### config.mk
export PLATFORM = sky130hd
export DESIGN_NAME = button_pulse_bank
export DESIGN_NICKNAME = d
export VERILOG_FILES = /design/src/rtl/button_pulse_bank.sv
export SDC_FILE = /design/constraint.sdc
export NUM_CORES = 1
export LEC_CHECK = 0
export ABC_AREA = 1
export CORE_ASPECT_RATIO = 2
export CORE_MARGIN = 2
export CORE_UTILIZATION = 67
export CTS_CLUSTER_DIAMETER = 100
export DETAILED_ROUTE_END_ITERATION = 8
export PLACE_DENSITY = 0.86
export SKIP_CTS_REPAIR_TIMING = 1
export SLEW_MARGIN = 20
export SYNTH_ARGS = -nofsm -noshare
export SYNTH_HDL_FRONTEND = slang
export SYNTH_SLANG_ARGS = --single-unit
export TNS_END_PERCENT = 10
### constraint.sdc
create_clock -name basys_clk -period 3.3 [get_ports basys_clk]
set_input_delay 0.66 -clock basys_clk [delete_from_list [all_inputs] [get_ports basys_clk]]
set_output_delay 0.66 -clock basys_clk [all_outputs]
set_load 0.02 [all_outputs]
### src/rtl/button_pulse_bank.sv
// Multi-channel button synchroniser, debouncer and press-pulse generator.
// Define AUTO_REPEAT_EN to add hold-to-repeat pulses per channel.
module button_pulse_bank #(
   parameter int N_CH            = 2,
   parameter int DEBOUNCE_CYCLES = 2000000,
   parameter int REPEAT_DELAY    = 50000000,
   parameter int REPEAT_PERIOD   = 10000000
) (
   input  logic            basys_clk,
   input  logic            clr,
   input  logic [N_CH-1:0] btn_raw,
   output logic [N_CH-1:0] btn_level,
   output logic [N_CH-1:0] btn_pulse,
   output logic            any_pulse,
   output logic [N_CH-1:0] busy
);

   localparam int CW = $clog2(DEBOUNCE_CYCLES + 1);
   localparam logic [CW-1:0] CNT_ONE  = CW'(1);
   localparam logic [CW-1:0] CNT_LAST = CW'(DEBOUNCE_CYCLES - 1);
   localparam logic [CW-1:0] CNT_MAX  = CW'(DEBOUNCE_CYCLES);

   typedef enum logic [1:0] {
      IDLE,
      PRESS_WAIT,
      HELD,
      RELEASE_WAIT
   } state_e;

   logic [N_CH-1:0] sync1_q;
   logic [N_CH-1:0] sync2_q;

   always_ff @(posedge basys_clk or negedge clr) begin
      if (!clr) begin
         sync1_q <= '0;
         sync2_q <= '0;
      end else begin
         sync1_q <= btn_raw;
         sync2_q <= sync1_q;
      end
   end

   for (genvar i = 0; i < N_CH; i++) begin : g_ch
      state_e        state_q;
      state_e        state_d;
      logic [CW-1:0] cnt_q;
      logic [CW-1:0] cnt_d;
      logic          pulse_q;
      logic          pulse_d;
      logic          rep_fire;
      logic          s;

      assign s = sync2_q[i];

      always_ff @(posedge basys_clk or negedge clr) begin
         if (!clr) begin
            state_q <= IDLE;
            cnt_q   <= '0;
            pulse_q <= 1'b0;
         end else begin
            state_q <= state_d;
            cnt_q   <= cnt_d;
            pulse_q <= pulse_d;
         end
      end

      always_comb begin
         state_d = state_q;
         cnt_d   = cnt_q;
         unique case (state_q)
            IDLE: begin
               if (s) begin
                  state_d = PRESS_WAIT;
                  cnt_d   = CNT_ONE;
               end
            end
            PRESS_WAIT: begin
               if (!s) begin
                  state_d = IDLE;
                  cnt_d   = '0;
               end else if (cnt_q >= CNT_LAST) begin
                  state_d = HELD;
                  cnt_d   = '0;
               end else if (cnt_q != CNT_MAX) begin
                  cnt_d = cnt_q + CNT_ONE;
               end
            end
            HELD: begin
               if (!s) begin
                  state_d = RELEASE_WAIT;
                  cnt_d   = CNT_ONE;
               end
            end
            RELEASE_WAIT: begin
               if (s) begin
                  state_d = HELD;
                  cnt_d   = '0;
               end else if (cnt_q >= CNT_LAST) begin
                  state_d = IDLE;
                  cnt_d   = '0;
               end else if (cnt_q != CNT_MAX) begin
                  cnt_d = cnt_q + CNT_ONE;
               end
            end
            default: begin
               state_d = IDLE;
               cnt_d   = '0;
            end
         endcase
      end

`ifdef AUTO_REPEAT_EN
      localparam int RMAX = (REPEAT_DELAY > REPEAT_PERIOD) ?
                            REPEAT_DELAY : REPEAT_PERIOD;
      localparam int HW = $clog2(RMAX + 1);
      localparam logic [HW-1:0] H_ONE   = HW'(1);
      localparam logic [HW-1:0] H_MAX   = HW'(RMAX);
      localparam logic [HW-1:0] H_DELAY = HW'(REPEAT_DELAY - 1);
      localparam logic [HW-1:0] H_PER   = HW'(REPEAT_PERIOD - 1);

      logic [HW-1:0] hold_q;
      logic          first_q;

      assign rep_fire = (state_q == HELD) && s &&
                        (hold_q == (first_q ? H_DELAY : H_PER));

      // Hold time freezes during a release bounce and clears only on a real release.
      always_ff @(posedge basys_clk or negedge clr) begin
         if (!clr) begin
            hold_q  <= '0;
            first_q <= 1'b1;
         end else if (state_q == IDLE || state_q == PRESS_WAIT) begin
            hold_q  <= '0;
            first_q <= 1'b1;
         end else if (state_q == HELD && s) begin
            if (rep_fire) begin
               hold_q  <= '0;
               first_q <= 1'b0;
            end else if (hold_q != H_MAX) begin
               hold_q <= hold_q + H_ONE;
            end
         end
      end
`else
      assign rep_fire = 1'b0;
`endif

      always_comb begin
         pulse_d = rep_fire ||
                   (state_q == PRESS_WAIT && state_d == HELD);
         btn_level[i] = (state_q == HELD) ||
                        (state_q == RELEASE_WAIT);
         busy[i] = (state_q == PRESS_WAIT) ||
                   (state_q == RELEASE_WAIT);
      end

      assign btn_pulse[i] = pulse_q;
   end

   assign any_pulse = |btn_pulse;

endmodule

Word level (Yosys, flattened, before mapping):

Index checks and enable logic that the tools add are counted.

* register bits: 52
* bits of input ports: 4
* output and inout bits: 7
* logic and storage cells: 65

* add/sub/neg operators: 2
* magnitude comparators: 2
* eq/ne operators: 14
* muxes and demuxes: 28
* reductions and logical operators: 11

Operator list (count)
* $mux 21: 12
* $pmux 21 s4: 2
* $add 21x1->21 const B: 2
* $ge 21x21->1 const B: 2
* $ne 21x21->1 const B: 2
* $mux 2: 12
* $pmux 2 s4: 2
* $eq 2x2->1 const B: 6
* $ne 2x2->1 const B: 4
* $eq 2x1->1 const B: 2
* $logic_not 2->1: 2
* $logic_or 1x1->1: 4
* $reduce_and 2->1: 2
* $logic_and 1x1->1: 2
* $reduce_or 2->1: 1

Longest topological paths before layout:

* word-level depth: 6
* gate-level depth with buffers: 10
* gate-level depth less buffers: 10

Worst setup path after synthesis:

OpenSTA, ideal clock, no wires.

* path type: reg-to-reg
* start point: reg g_ch[0].cnt_q[0]
* end point: reg g_ch[0].cnt_q[20]
* library setup time: 122 ps
* arrival: 1298 ps
* required time: 3178 ps
* setup slack: 1880 ps
* stages on the path, launching flop included: 8
* path buffers: 1
* clock period less this slack: 1420 ps
* path through: dfrtp_1 -> ha_1 -> nand3_2 -> nor3_1 -> nand2_1 -> nand4_2 -> buf_6 -> o21ai_2

* word-level cells in the longest chain between the ends: 5
* elaborated cells on any way between the ends: 8
* those cells by class: add/sub: 1; order compare: 1; eq/ne: 1; mux: 5

RTL lines
* start: declaration: line 46 `logic [CW-1:0] cnt_q;`
* start signal: assignment: line 62 `cnt_q <= cnt_d;`
* $add 21x1->21 / $ne 21x21->1 (equally long branches)
* $mux 21: line 84, 101
* $mux 21 *: line 81 `end else if (cnt_q >= CNT_LAST) begin`
* $mux 21, on equally long branches: line 95, 78
* $pmux 21 s4 *: line 70 `unique case (state_q)`

Mark *: on every way between the ends. The rest lies on a longest branch, timed or not.
A chain may end at the register's enable or synchronous reset.

Worst setup path in the final report:

* start point: reg g_ch[1].cnt_q[0]
* end point: reg g_ch[1].cnt_q[2]

* word-level cells in the longest chain between the ends: 5
* elaborated cells on any way between the ends: 8
* those cells by class: add/sub: 1; order compare: 1; eq/ne: 1; mux: 5

RTL lines
* start: declaration: line 46
* start signal: assignment: line 62
* $add 21x1->21 / $ne 21x21->1 (equally long branches)
* $mux 21: line 84, 101
* $mux 21 *: line 98 `end else if (cnt_q >= CNT_LAST) begin`
* $mux 21, on equally long branches: line 95, 78
* $pmux 21 s4 *: line 70

Marks and branches as above.

==> impl_metrics.tcl <==
set metrics [dict create \
    outcome "completed" \
    worstSetupEndpoint "g_ch[1].cnt_q[2]" \
    globalRoute.totalOverflow 0 \
    worst-path-max-fanout 20 \
    place_congestion 0.9176 \
    worst_ir_drop_vdd_v 0.0004322 \
    wl_um 7941 \
    design_area_um2 3839 \
    first_global_vias 3107 \
    synth_top_area_share_pct 35.46 \
    die_y_um 108.7 \
    synthesis.area_per_instance_um2 7.444 \
    avgRoutedWirePerCell_um 14.36 \
    synth.ff_latch_count 52 \
    r2r-end "g_ch[1].cnt_q[2]" \
    antenna_found_initial 0 \
    rsz0062_at_grt "no" \
    globalRouteTotalUtil_pct 28.23 \
    cts_max_level 2 \
    kind_of_launch_point_of_the_worst_setup_path "register" \
    detailedRoute.firstPassIterationCount 4 \
    grt_pass1_wl_um 13340 \
    timing.slew.headroom_pct 43.58 \
    cts_made_buffers 5 \
    finClkSkew_ps 9.200 \
    end_kind "register" \
    clkTransAtPathRegs_ps 100 \
    post_synth_num_cell_types 30 \
    report.final.slew_viol_count 0 \
    layout.cells.most_common "nand2_1" \
    total_leakage_power_uw 0.001571 \
    cp_data_arrival_time_ps 2430 \
    max_clock_freq_mhz 453.9 \
    transition_time_at_the_pin_with_the_least_slew_margin_ps 844.3 \
    clock-sinks 52 \
    detailed_place.area_um2 3717 \
    maxCapViolCount 0 \
    count_of_routing_violations_after_the_opening_detailed_route_iteration 178 \
    period_needed_ps 2203 \
    worstSkewPairLatency_ps 320 \
    clock_tree.root_cell "clkbuf_8" \
    clock_tree_from_tritoncts "done" \
    synthCells 493 \
    power_per_cell_area_nw_per_um2 315.8 \
    design.final.nets 500 \
    core-area_um2 5373 \
    cp_slowest_stage_delay_ps 670 \
    regToRegStartpoint "g_ch[1].cnt_q[0]" \
    route.detailed.drc 0 \
    final_cell_count_no_fill 553 \
    critPathSlowestCell "nand4_2" \
    rr_worst_depth 6 \
    post_dp_hpwl_um 5974 \
    synth_enable_flop_cells 0 \
    floorplan.die_area_um2 6121 \
    areaGrowthSynthToFinish_pct 4.603 \
    place.detailed.instances 545 \
    vias_per_cell 5.580 \
    detailroute.via_count 3086 \
    synth_area_um2 3670 \
    clock_path_buffers 2 \
    die_span_x_um 56.33 \
    worst_hold_path_type "input pin to asynchronous set/reset pin" \
    floorplan.io_pins 11 \
    synth_flop_cell "dfrtp_1" \
    timing.final.crit_share_pct 66.76 \
    critPathKind "register to register" \
    timing.critical_path.from "g_ch[1].cnt_q[0]" \
    std_cell_rows 38 \
    seq_area_frac_synth_pct 35.46 \
    syn-num-nets 501 \
    io_buffer_count 10 \
    drive_gt1_share_pct 20.08 \
    synthesis.yosys.warnings 0 \
    floorplan.initialDensity_pct 68.30 \
    antenna-diode-count 0 \
    top_cells_by_area_synth "dfrtp_1 35%, nand2_1 14%, o21ai_2 9.5%, nor2_1 6.5%, xor2_1 6.4%" \
    finalSetupViolations 0 \
    timing.setup.tns_ps 0 \
    synth_largest_area_cell "dfrtp_1" \
    grt_max_degree 29 \
    finalHoldViolCount 0 \
    path_cells "ha_1 -> nand2_2 -> nor2_1 -> nand2_1 -> nand4_2 -> o21ai_2" \
    worst-r2r-setup-slack_ps 1100 \
    most_used_cells_in_the_layout_excluding_fill_and_tap_cells "135 x nand2_1, 64 x nor2_1, 52 x dfrtp_1" \
    worst_ep_required_time_ps 3530 \
    synth_async_sr_flop_share_pct 100.0 \
    antenna_violating_nets_post_route 0 \
]
==> power breakdown <==
group	leakage, µW	switching (µW)	internal (µW)
logic	0.000803	59.9	24.4
registers	0.000707	11.9	646
clock network	0.0000614	222	248
total	0.00157	294	918
==> cell families after synthesis <==
| kind of cell | share of synthesized area (%) |
|---|---|
| simple gates | 35.97 |
| buf+inv | 9.478 |
| flops | 35.46 |
| compound gates | 10.57 |
| xor+xnor | 7.160 |
| fa+ha+maj | 1.364 |
==> synth_stat cells, types with 7 or more instances <==
cell type / count
dfrtp_1: 52
inv_1: 46
inv_2: 10
nand2_1: 135
nand2_2: 13
nand3_1: 29
nand4_1: 7
nor2_1: 64
nor2_2: 10
o21ai_2: 40
xor2_1: 27
==> final cells by class <==
class,instances,area [µm²]
repair buffers,12,110.1
well taps,60,75.07
clock inverters,2,38.79
fillers,434,1534
inverters,56,210.2
clock buffers,6,82.58
flip-flops and latches,52,1301
multi-input cells,365,2021
==> critical path, delay by kind of cell (launching register included) <==
family,cells,cell delay [ps]
fa+ha+maj,1,290
flops,1,450
compound gates,1,380
simple gates,4,990
==> sequential cells by signal (all words and copies together) (netlist names) <==
signal and count:
sync1_q 2, g_ch.cnt_q 42, g_ch.pulse_q 2, sync2_q 2, g_ch.state_q 4
==> layer usage <==
metal	routed length, µm	global-route usage [%]	vias to the layer above
li1	-	-	1527
met1	2696	25.79	1452
met2	4524	55.38	66
met3	199	3.559	41
met4	521	19.39	0
met5	0	0	-
==> worst min-delay path by stage <==
| stage | start | end | slack [ps] | cells after the start |
|---|---|---|---|---|
| 4_1_cts | clr | g_ch[1].cnt_q[10] | 340 | 1 |
| 6_report | clr | g_ch[1].cnt_q[5] | 330 | 1 |
| 3_5_place_dp | sync1_q[1] | sync2_q[1] | 340 | 0 |
| 5_1_grt | clr | g_ch[1].cnt_q[10] | 360 | 1 |
| 3_3_place_gp | sync1_q[1] | sync2_q[1] | 330 | 0 |
| 2_1_floorplan | sync1_q[0] | sync2_q[0] | 330 | 0 |
==> through the flow <==
step / util [%] / hold slack (ps) / setup slack [ps] / power [µW]
after detailed placement: 69.19 / 336.5 / 1157 / 754.6
final: 71.45 / 331.1 / 1097 / 1212
after floorplan: - / 331.2 / 1880 / 727.5
after global routing: 71.45 / 364.0 / 922.0 / 1254
after global placement: 69.19 / 334.3 / 1193 / 751.1
after CTS: 71.45 / 342.4 / 1083 / 1225
Note: power is estimated with default switching activity, not from simulation.
